`src/rtl/uart_pkg.sv`:
```
// Shared UART definitions: one-hot state encodings, tick/bit counts and frame geometry.
// Used by both the receiver and the transmitter.
package uart_pkg;

   typedef enum logic [4:0] {
      ST_IDLE   = 5'b00001,
      ST_START  = 5'b00010,
      ST_DATA   = 5'b00100,
      ST_PARITY = 5'b01000,
      ST_STOP   = 5'b10000
   } uart_state_t;

   localparam int unsigned COUNT_READ_DATA = 16;
   localparam int unsigned COUNT_MID_BIT   = 7;
   localparam int unsigned DATA_BITS       = 8;
   localparam int unsigned FRAME_BITS      = 1 + DATA_BITS + 1 + 1;

endpackage

```
`src/rtl/sync_2ff.sv`:
```
// Two-flop synchronizer for a single asynchronous bit; both flops reset to 1 (idle line level).
module sync_2ff (
   input  logic clock,
   input  logic reset,
   input  logic d,
   output logic q
);

   logic meta;

   always_ff @(posedge clock or posedge reset) begin
      if (reset) begin
         meta <= 1'b1;
         q    <= 1'b1;
      end else begin
         meta <= d;
         q    <= meta;
      end
   end

endmodule

```
`src/rtl/rx_uart.sv`:
```
// UART receiver: 16x oversampled, start / N data (LSB first) / parity / stop frame.
// Define RX_PARITY_CHECK_EN to add the rx_parity_err output (even parity check).
module rx_uart
   import uart_pkg::*;
#(
   parameter int N_BITS_DATA  = 8,
   parameter int N_CONT_TICKS = 4,
   parameter int N_BITS_STATE = 5
) (
   input  logic                   clock,
   input  logic                   reset,
   input  logic                   s_ticks,
   input  logic                   rx_data_in,
   output logic [N_BITS_DATA-1:0] rx_data_out,
   output logic                   rx_done,
   output logic                   rx_frame_err
`ifdef RX_PARITY_CHECK_EN
   ,
   output logic                   rx_parity_err
`endif
);

   if (N_BITS_STATE != $bits(uart_state_t)) begin : g_state_width_check
      $error("rx_uart: N_BITS_STATE must match the one-hot state encoding width");
   end

   localparam logic [N_CONT_TICKS-1:0] MID_TICK  = N_CONT_TICKS'(COUNT_MID_BIT);
   localparam logic [N_CONT_TICKS-1:0] LAST_TICK = N_CONT_TICKS'(COUNT_READ_DATA - 1);
   localparam logic [N_CONT_TICKS-1:0] LAST_BIT  = N_CONT_TICKS'(N_BITS_DATA - 1);

   logic line;

   sync_2ff u_sync (
      .clock (clock),
      .reset (reset),
      .d     (rx_data_in),
      .q     (line)
   );

   uart_state_t             state_q, state_d;
   logic [N_CONT_TICKS-1:0] tick_q, tick_d;
   logic [N_CONT_TICKS-1:0] bit_q, bit_d;
   logic [N_BITS_DATA-1:0]  shift_q, shift_d;
   logic [N_BITS_DATA-1:0]  data_d;
   logic                    done_d, ferr_d;
`ifdef RX_PARITY_CHECK_EN
   logic                    parity_q, parity_d;
   logic                    perr_d;
`endif

   always_ff @(posedge clock or posedge reset) begin
      if (reset) begin
         state_q      <= ST_IDLE;
         tick_q       <= '0;
         bit_q        <= '0;
         shift_q      <= '0;
         rx_data_out  <= '0;
         rx_done      <= 1'b0;
         rx_frame_err <= 1'b0;
`ifdef RX_PARITY_CHECK_EN
         parity_q      <= 1'b0;
         rx_parity_err <= 1'b0;
`endif
      end else begin
         state_q      <= state_d;
         tick_q       <= tick_d;
         bit_q        <= bit_d;
         shift_q      <= shift_d;
         rx_data_out  <= data_d;
         rx_done      <= done_d;
         rx_frame_err <= ferr_d;
`ifdef RX_PARITY_CHECK_EN
         parity_q      <= parity_d;
         rx_parity_err <= perr_d;
`endif
      end
   end

   always_comb begin
      state_d = state_q;
      tick_d  = tick_q;
      bit_d   = bit_q;
      shift_d = shift_q;
      data_d  = rx_data_out;
      done_d  = 1'b0;
      ferr_d  = 1'b0;
`ifdef RX_PARITY_CHECK_EN
      parity_d = parity_q;
      perr_d   = 1'b0;
`endif
      case (state_q)
         ST_IDLE: begin
            tick_d = '0;
            bit_d  = '0;
            if (!line) state_d = ST_START;
         end
         ST_START: begin
            if (s_ticks) begin
               if (tick_q == MID_TICK) begin
                  // a high line at mid start bit is a glitch, not a frame
                  tick_d  = '0;
                  state_d = line ? ST_IDLE : ST_DATA;
               end else begin
                  tick_d = tick_q + 1'b1;
               end
            end
         end
         ST_DATA: begin
            if (s_ticks) begin
               if (tick_q == LAST_TICK) begin
                  tick_d  = '0;
                  shift_d = {line, shift_q[N_BITS_DATA-1:1]};
                  bit_d   = bit_q + 1'b1;
                  if (bit_q == LAST_BIT) state_d = ST_PARITY;
               end else begin
                  tick_d = tick_q + 1'b1;
               end
            end
         end
         ST_PARITY: begin
            if (s_ticks) begin
               if (tick_q == LAST_TICK) begin
                  tick_d  = '0;
                  state_d = ST_STOP;
`ifdef RX_PARITY_CHECK_EN
                  parity_d = line;
`endif
               end else begin
                  tick_d = tick_q + 1'b1;
               end
            end
         end
         ST_STOP: begin
            if (s_ticks) begin
               if (tick_q == LAST_TICK) begin
                  tick_d  = '0;
                  state_d = ST_IDLE;
                  if (line) begin
                     data_d = shift_q;
                     done_d = 1'b1;
`ifdef RX_PARITY_CHECK_EN
                     perr_d = parity_q ^ (^shift_q);
`endif
                  end else begin
                     ferr_d = 1'b1;
                  end
               end else begin
                  tick_d = tick_q + 1'b1;
               end
            end
         end
         default: state_d = ST_IDLE;
      endcase
   end

endmodule

```
`config.mk`:
```
export PLATFORM = sky130hd
export DESIGN_NAME = rx_uart
export DESIGN_NICKNAME = d
export VERILOG_FILES = /design/src/rtl/uart_pkg.sv /design/src/rtl/sync_2ff.sv /design/src/rtl/rx_uart.sv
export SDC_FILE = /design/constraint.sdc
export NUM_CORES = 1
export LEC_CHECK = 0
export BUFFER_PORTS_ARGS = -buffer_cell sky130_fd_sc_hd__buf_2
export CAP_MARGIN = 40
export CORE_UTILIZATION = 55
export CTS_BUF_LIST = sky130_fd_sc_hd__clkbuf_8
export DETAILED_ROUTE_END_ITERATION = 8
export HOLD_SLACK_MARGIN = 0.12
export PLACE_DENSITY = 0.79
export SLEW_MARGIN = 10
export SYNTH_ARGS = -nofsm -noshare
export SYNTH_HDL_FRONTEND = slang
export SYNTH_HIERARCHICAL = 1
export SYNTH_SLANG_ARGS = --single-unit
```
`constraint.sdc`:
```
create_clock -name clock -period 1.85 [get_ports clock]
set_clock_uncertainty 0.2 [all_clocks]
set_input_delay 0.0925 -clock clock [delete_from_list [all_inputs] [get_ports clock]]
set_output_delay 0.0925 -clock clock [all_outputs]
set_load 0.05 [all_outputs]
```
Yosys cells after proc, flatten, opt, wreduce, memory -nomap -nowiden
Index checks and enable logic that the tools add are counted.

operators by class
  add/sub/neg operators = 2
  equal/unequal tests = 19
  multiplexer cells = 28
  reductions and logical operators = 8

operator list
  kind                   number
  $mux W5                10
  $pmux W5 S5            1
  $mux W4                6
  $ne A2 B2 Y1 const B   10
  $pmux W4 S3            1
  $reduce_and A10 Y1     1
  $reduce_and A3 Y1      3
  $add A4 B1 Y4 const B  2
  $eq A4 B3 Y1 const B   2
  $mux W1                8
  $pmux W4 S2            1
  $eq A5 B1 Y1 const B   1
  $eq A5 B2 Y1 const B   1
  $eq A5 B3 Y1 const B   1
  $eq A5 B4 Y1 const B   1
  $eq A5 B5 Y1 const B   1
  $eq A4 B4 Y1 const B   1
  $reduce_and A4 Y1      1
  $mux W3                1
  $reduce_bool A3 Y1     1
  $reduce_or A3 Y1       1
  $ne A2 B1 Y1 const B   1
  $reduce_bool A2 Y1     1

storage, ports and cells
  register bits = 33
  input bits = 4

Longest topological paths before layout
Gate-level depths: netlist (run 1).

  word-level depth = 5
  gate-level depth with buffers = 6
  mapped depth without buffers = 6

By module
The synthesis (run 1) kept the hierarchy.

modules (own cells, without submodules)
  module    times used  cells each  area each (µm²)
  rx_uart   1           125         1516.5
  sync_2ff  1           3           56.3

Least setup slack after synthesis (run 1)
Ideal clock, no wire load.

  path type = reg-to-reg
  from = register tick_q[0]
  to = register shift_q[0]
  arrival time = 1.521 ns
  slack = 0.004 ns
  cell stages (with the launch flop) = 6
  path through = dfrtp_1 ha_1 and4_1 and4_1 buf_4 mux2_2

on the way
  cells in the longest elaborated chain, start to end = 2

RTL lines
  element                      line            RTL
  start, declared              rx_uart.sv:41   logic [N_CONT_TICKS-1:0] tick_q, tick_d;
  start signal, assigned       rx_uart.sv:66   tick_q <= tick_d;
  $eq A4 B4 Y1                 rx_uart.sv:110  if (tick_q == LAST_TICK) begin
  $reduce_and A3 Y1 (no line)  --
  end signal, assigned         rx_uart.sv:68   shift_q <= shift_d;
  end, declared                rx_uart.sv:43   logic [N_BITS_DATA-1:0] shift_q, shift_d;

No other way between the ends.
A chain may end at the register's enable or synchronous reset.

Worst setup path after layout (run 1)
  from = register state_q[0]
  to = register tick_q[3]

on the way
  cells in the longest elaborated chain, start to end = 4
  elaborated cells between the ends (all ways) = 11
  those cells by class = 7 x eq/ne; 1 x mux; 3 x reduce/logical

RTL lines
  element                                                       line           RTL
  start, declared                                               rx_uart.sv:40  uart_state_t state_q, state_d;
  start signal, assigned                                        rx_uart.sv:65  state_q <= state_d;
  $eq A5 B5 Y1, or another cell as far along                    rx_uart.sv:91  case (state_q)
  $reduce_or A3 Y1 (no line)                                    --
  $ne A2 B1 Y1 (no line) or $reduce_bool A3 Y1 (tied branches)  --
  $reduce_and A3 Y1 (no line)                                   --

Several ways; a longest one is shown, not always the timed one.

==> impl_metrics.yaml, run 1 <==
outcome:
  status: "finished, violations left"
  violations: "negative setup slack"
final_layout:
  final_cell_mix: "dfrtp_1 (27), buf_4 (17), mux2_2 (14), buf_2 (13), nand2_1 (11)"
  layout_commonest_cell: "dfrtp_1"
  synthToLayoutAreaGrowth_pct: 29.2
  final_layout_size_suffix_gt1_share_pct: 49.1
  insertedDiodeCount: 0
  utilization_pct: 74.3
  fin_nets: 172
  fin_area_sq_um: 2030
route:
  drcViolationCount: 0
  avgRoutedWirePerCell_um: 17.3
  drtIter0Drc: 51
  routed_wl_um: 3430
  num_vias: 1167
  drt_pre_antenna_iters: 4
  avgViaCountPerCell: 5.89
  route.antenna.remaining_nets: 0
worst_setup_path:
  critPathCaptureType: "flip-flop"
  critPathMaxFanout: 4
  crit_required_ps: 1820
  crit_path_start_kind: "flip-flop"
  crit_slowest_cell: "dfstp_2"
  worstPathArrival_ps: 1910
  max_stage_delay_ps: 570
  crit_type: "flip-flop to flip-flop"
  crit_chain: "and2b_1, a31oi_2, a22o_4, nor2_4, a311o_1"
placed_design:
  portBuffers: 13
  dpl.hpwl_um: 2040
  postPlaceCellArea_sq_um: 1750
  gp_congestion: 0.830
timing:
  finalCritPeriodShare_pct: 105
  setup_viol: 15
  rsz0062_at_grt: "true"
  slew_viol_final: 0
  layout_setup_ws_ps: -88.6
  hold_viol: 0
  worst_pin_slew_ps: 387
  period_minus_slack_ps: 1940
  max_slew_margin_pct: 74.2
  tns_ps: -376
  max_freq_mhz: 516
power:
  leakage_nw: 0.994
  worst_ir_drop_vdd_v: 0.000915
  power_density_nw_per_um2: 1090
die:
  core_sq_um: 2730
  die_x_um: 55.5
  die_area_sq_um: 3080
  die_height_um: 55.5
  rows: 19
  start_util_pct: 57.5
  ios: 14
clock_network:
  clk_latency_ps: 290
  numCtsBuffers: 5
  htreeDepth: 2
  clk_pin_slew_worst_paths_ps: 70
  cts_buffer_depth: 2
  ctsRootBufferMaster: "clkbuf_8"
  cts_tree: "done"
  cts_sinks: 33
logic_synthesis:
  ys_types: 40
  yosysSeqAreaShare_pct: 52.7
  synth_edf_count: 0
  synth-seq-cells: 33
  synth.avg_cell_area_sq_um: 12.3
  synth.cell_area_sq_um: 1570
  synth_warnings: 6
  async_reset_ff_share_pct: 100
  synth_fp_nets: 134
  synthFlopType: "dfrtp_1"
  synthCells: 128
global_route:
  grt_pass1_wl_um: 5520
  grt_pass1_vias: 1119
  overflow: 0
  grtUsageTotal_pct: 23.5
  antenna_found_initial: 0
  grt_max_degree: 32
flow_run:
  maxCapViolCount: 0
min_path:
  worst_hold_path_type: "flip-flop to flip-flop"
[synthesized netlist by cell type (all sizes together) (3+ instances only)]
library cell  count  area [sq um]
dfrtp            30           751
mux2             19           214
nand2            13          51.3
nor2             10          40.0
o21ai             8          43.8
inv               6          22.5
buf               5          45.0
xor2              4          53.8
and4              3          26.3
dfstp             3          78.8
o211ai            3          41.3
[critical path, delay by kind of cell (launching register included)]
| family | cells | cell delay, ps |
|---|---|---|
| and+or+nand+nor | 2 | 310 |
| AOI/OAI and AO/OA | 3 | 750 |
| DFF | 1 | 570 |
[state kept, by name, summed over array words and instances, names as in the netlist]
register / flops
state_q: 5
u_sync/meta: 1
shift_q: 8
rx_data_out: 8
bit_q: 4
u_sync/q: 1
rx_frame_err: 1
rx_done: 1
tick_q: 4
[per-layer routing]
layer | global-route usage, % | vias to the layer above | part of all wire [%]
met5 | 0 | - | 0
met4 | 7.50 | 0 | 2.0
met3 | 7.73 | 10 | 6.2
met2 | 36.7 | 44 | 48
met1 | 31.2 | 585 | 43
li1 | - | 528 | -
[report_power, final]
group,switching (mW),internal (mW)
combinational,0.345,0.319
clock,0.258,0.433
sequential,0.0763,0.774
total,0.680,1.53
[cells by family after synthesis]
logic type      count (synthesis)  share of synthesized area (%)
xor+xnor                        5                           3.98
buf+inv                        11                           4.30
flops                          33                           52.7
simple gates                   38                           13.4
compound gates                 19                           9.79
fa+ha+maj                       2                           1.59
mux                            20                           14.2
[area by class of cell]
cell class              instances  area, sq um
inverters                       6         22.5
well taps                      31         38.8
fillers                       178          702
multi-input cells              85          767
clock inverters                 2         33.8
flip-flops and latches         33          833
clock buffers                   6         82.6
repair buffers                 35          254
[through the flow]
stage	setup slack (ps)	instances	total power, mW	hold WS [ps]
6_report	-88.6	198	2.21	158
5_1_grt	-141	198	2.30	161
4_1_cts	3.91	195	2.08	160
3_5_place_dp	-100	181	1.34	-71.7
3_3_place_gp	-36.5	181	1.32	-77.8
2_1_floorplan	3.98	128	1.18	-196
[worst paths after layout]
| kind | from | endpoint | slack, ps | cells past startpoint |
|---|---|---|---|---|
| setup reg to reg | state_q[0] | tick_q[3] | -90 | 5 |
| setup / recovery | state_q[0] | tick_q[3] | -90 | 5 |
| hold reg to reg | u_sync/meta | u_sync/q | 160 | 0 |
| min in group asynchronous | reset | u_sync/meta | 170 | 3 |
| hold / removal | u_sync/meta | u_sync/q | 160 | 0 |
| max in group asynchronous | reset | state_q[0] | 900 | 4 |
[repair_timing]
item                                    CTS  global route
buffers inserted                          2             3
gates cloned                              1             0
resized for setup                         8            15
hold buffers                              3             0
pin swaps                                 1             9
hold endpoints to repair                 36             0
endpoints found under the setup margin   19            21
(Power assumes the default switching activity.)
==> run 2, diff against run 1 <==
CTS_BUF_LIST = sky130_fd_sc_hd__clkbuf_4 sky130_fd_sc_hd__clkbuf_8   (was sky130_fd_sc_hd__clkbuf_8)
==> impl_metrics.yaml, run 2 (same netlist as run 1, synthesis figures left out) <==
timing:
  hold_viol: 0
  finalCritPeriodShare_pct: 103
  layout_setup_ws_ps: -47.3
  worst_pin_slew_ps: 388
  slew_viol_final: 0
  whs_ps: 158
  max_slew_margin_pct: 74.2
  period_minus_slack_ps: 1900
  max_freq_mhz: 527
  setup_viol: 4
  rsz0062_at_grt: "true"
worst_setup_path:
  worstPathArrival_ps: 1980
  max_stage_delay_ps: 490
  r2r-start: "tick_q[3]"
  crit_required_ps: 1930
  crit_type: "flip-flop to flip-flop"
  crit_path_start_kind: "flip-flop"
  r2r-end: "tick_q[3]"
  crit_slowest_cell: "dfrtp_2"
  path_depth: 5
  crit_chain: "nor3_1, o211ai_1, a22o_4, nor4b_2, a311o_1"
  crit_family: "compound AO/OA/AOI/OAI gates"
  rr_worst_depth: 5
  worstPathBufferInverterCount: 0
  startpoint: "tick_q[3]"
  reg2reg_slack_ps: -50
  cp-endpoint: "tick_q[3]"
  critPathCaptureType: "flip-flop"
  critPathMaxFanout: 7
die:
  rows: 19
  start_util_pct: 57.5
  ios: 14
  die_area_sq_um: 3080
  die_height_um: 55.5
  die_x_um: 55.5
  core_sq_um: 2730
placed_design:
  dpl.hpwl_um: 2040
  gp_congestion: 0.830
  place_ws_ps: -100
  postPlaceCellArea_sq_um: 1750
  portBuffers: 13
outcome:
  violations: "negative setup slack"
  status: "finished, violations left"
global_route:
  grt_pass1_vias: 1129
  antenna_found_initial: 0
  overflow: 0
  grt_max_degree: 32
  grtUsageTotal_pct: 22.3
  grt_pass1_wl_um: 5240
flow_run:
  maxCapViolCount: 0
clock_network:
  clk_latency_ps: 340
  ctsRootBufferMaster: "clkbuf_4"
  cts_tree: "done"
  cts_buffer_depth: 2
  cts_sinks: 33
  clk_pin_slew_worst_paths_ps: 100
  htreeDepth: 2
  numCtsBuffers: 5
final_layout:
  insertedDiodeCount: 0
  layout_commonest_cell: "dfrtp_1"
  fin_nets: 173
  fin_area_sq_um: 2050
  final_cell_mix: "dfrtp_1 (26), buf_4 (17), buf_2 (13), nand2_1 (11), mux2_4 (10)"
  reg_top3: "rx_data_out: 8 flops, shift_q: 8 flops, state_q: 5 flops"
  synthToLayoutAreaGrowth_pct: 30.4
  final_layout_size_suffix_gt1_share_pct: 51.2
route:
  num_vias: 1148
  drcViolationCount: 0
  drtIter0Drc: 37
  routed_wl_um: 3340
  drt_pre_antenna_iters: 4
  avgViaCountPerCell: 5.77
  route.antenna.remaining_nets: 0
  avgRoutedWirePerCell_um: 16.8
power:
  worst_ir_drop_vdd_v: 0.000850
  power_density_nw_per_um2: 993
  leakage_nw: 1.01
min_path:
  worst_hold_path_type: "input pin to asynchronous set/reset pin"
==> run 2: cell type report <==
class / instances / area, sq um
sequential: 33 / 835
timing repair buffer: 36 / 278
tap: 31 / 38.8
clock inverter: 1 / 30.0
fill: 172 / 683
clock buffer: 7 / 58.8
multi-input combinational: 85 / 788
inverter: 6 / 22.5
==> run 2: worst min path at each step <==
| stage | start | endpoint | slack (ps) | cells past startpoint |
|---|---|---|---|---|
| global placement | reset | u_sync/meta | -80 | 2 |
| detailed placement | reset | u_sync/meta | -70 | 2 |
| finish | reset | tick_q[2] | 160 | 4 |
| CTS | reset | tick_q[1] | 170 | 4 |
| global route | u_sync/meta | u_sync/q | 170 | 0 |
| floorplan | reset | u_sync/meta | -200 | 1 |
==> run 2: routing by layer <==
layer / up-vias / part of all wire [%] / GRT usage (%)
met5: - / 0 / 0
met2: 33 / 50 / 33.4
met1: 586 / 46 / 30.0
met4: 0 / 0.96 / 9.29
met3: 2 / 3.7 / 7.03
li1: 527 / - / -
==> run 2: stage by stage <==
stage	setup TNS (ps)	util (%)	instances	total power, mW
CTS	0	70.2	196	1.97
floorplan	0	-	128	1.18
global placement	-229	64.0	181	1.32
global route	-648	75.0	199	2.13
detailed placement	-673	64.0	181	1.34
finish	-59.5	75.0	199	2.04
==> run 2: repair_timing <==
item / 4_1_cts / 5_1_grt
pin swaps: 2 / 8
gates resized for setup: 7 / 25
endpoints found under the hold margin: 39 / 0
setup endpoints to repair: 16 / 24
cloned: 1 / 1
setup buffers: 2 / 2
hold buffers: 4 / 0
==> run 2: worst min-delay path: stages <==
cell	delay (ps)
dlygate4sd3_1	520
buf_2	120
inv_1	40
buf_4	340
==> run 2: power by group <==
part           internal [mW]  switching (mW)  total, mW  leakage (nW)
logic                  0.288           0.321      0.609         0.517
clock network          0.337           0.248      0.585        0.0489
registers              0.772          0.0706      0.842         0.443
total                   1.40           0.640       2.04          1.01
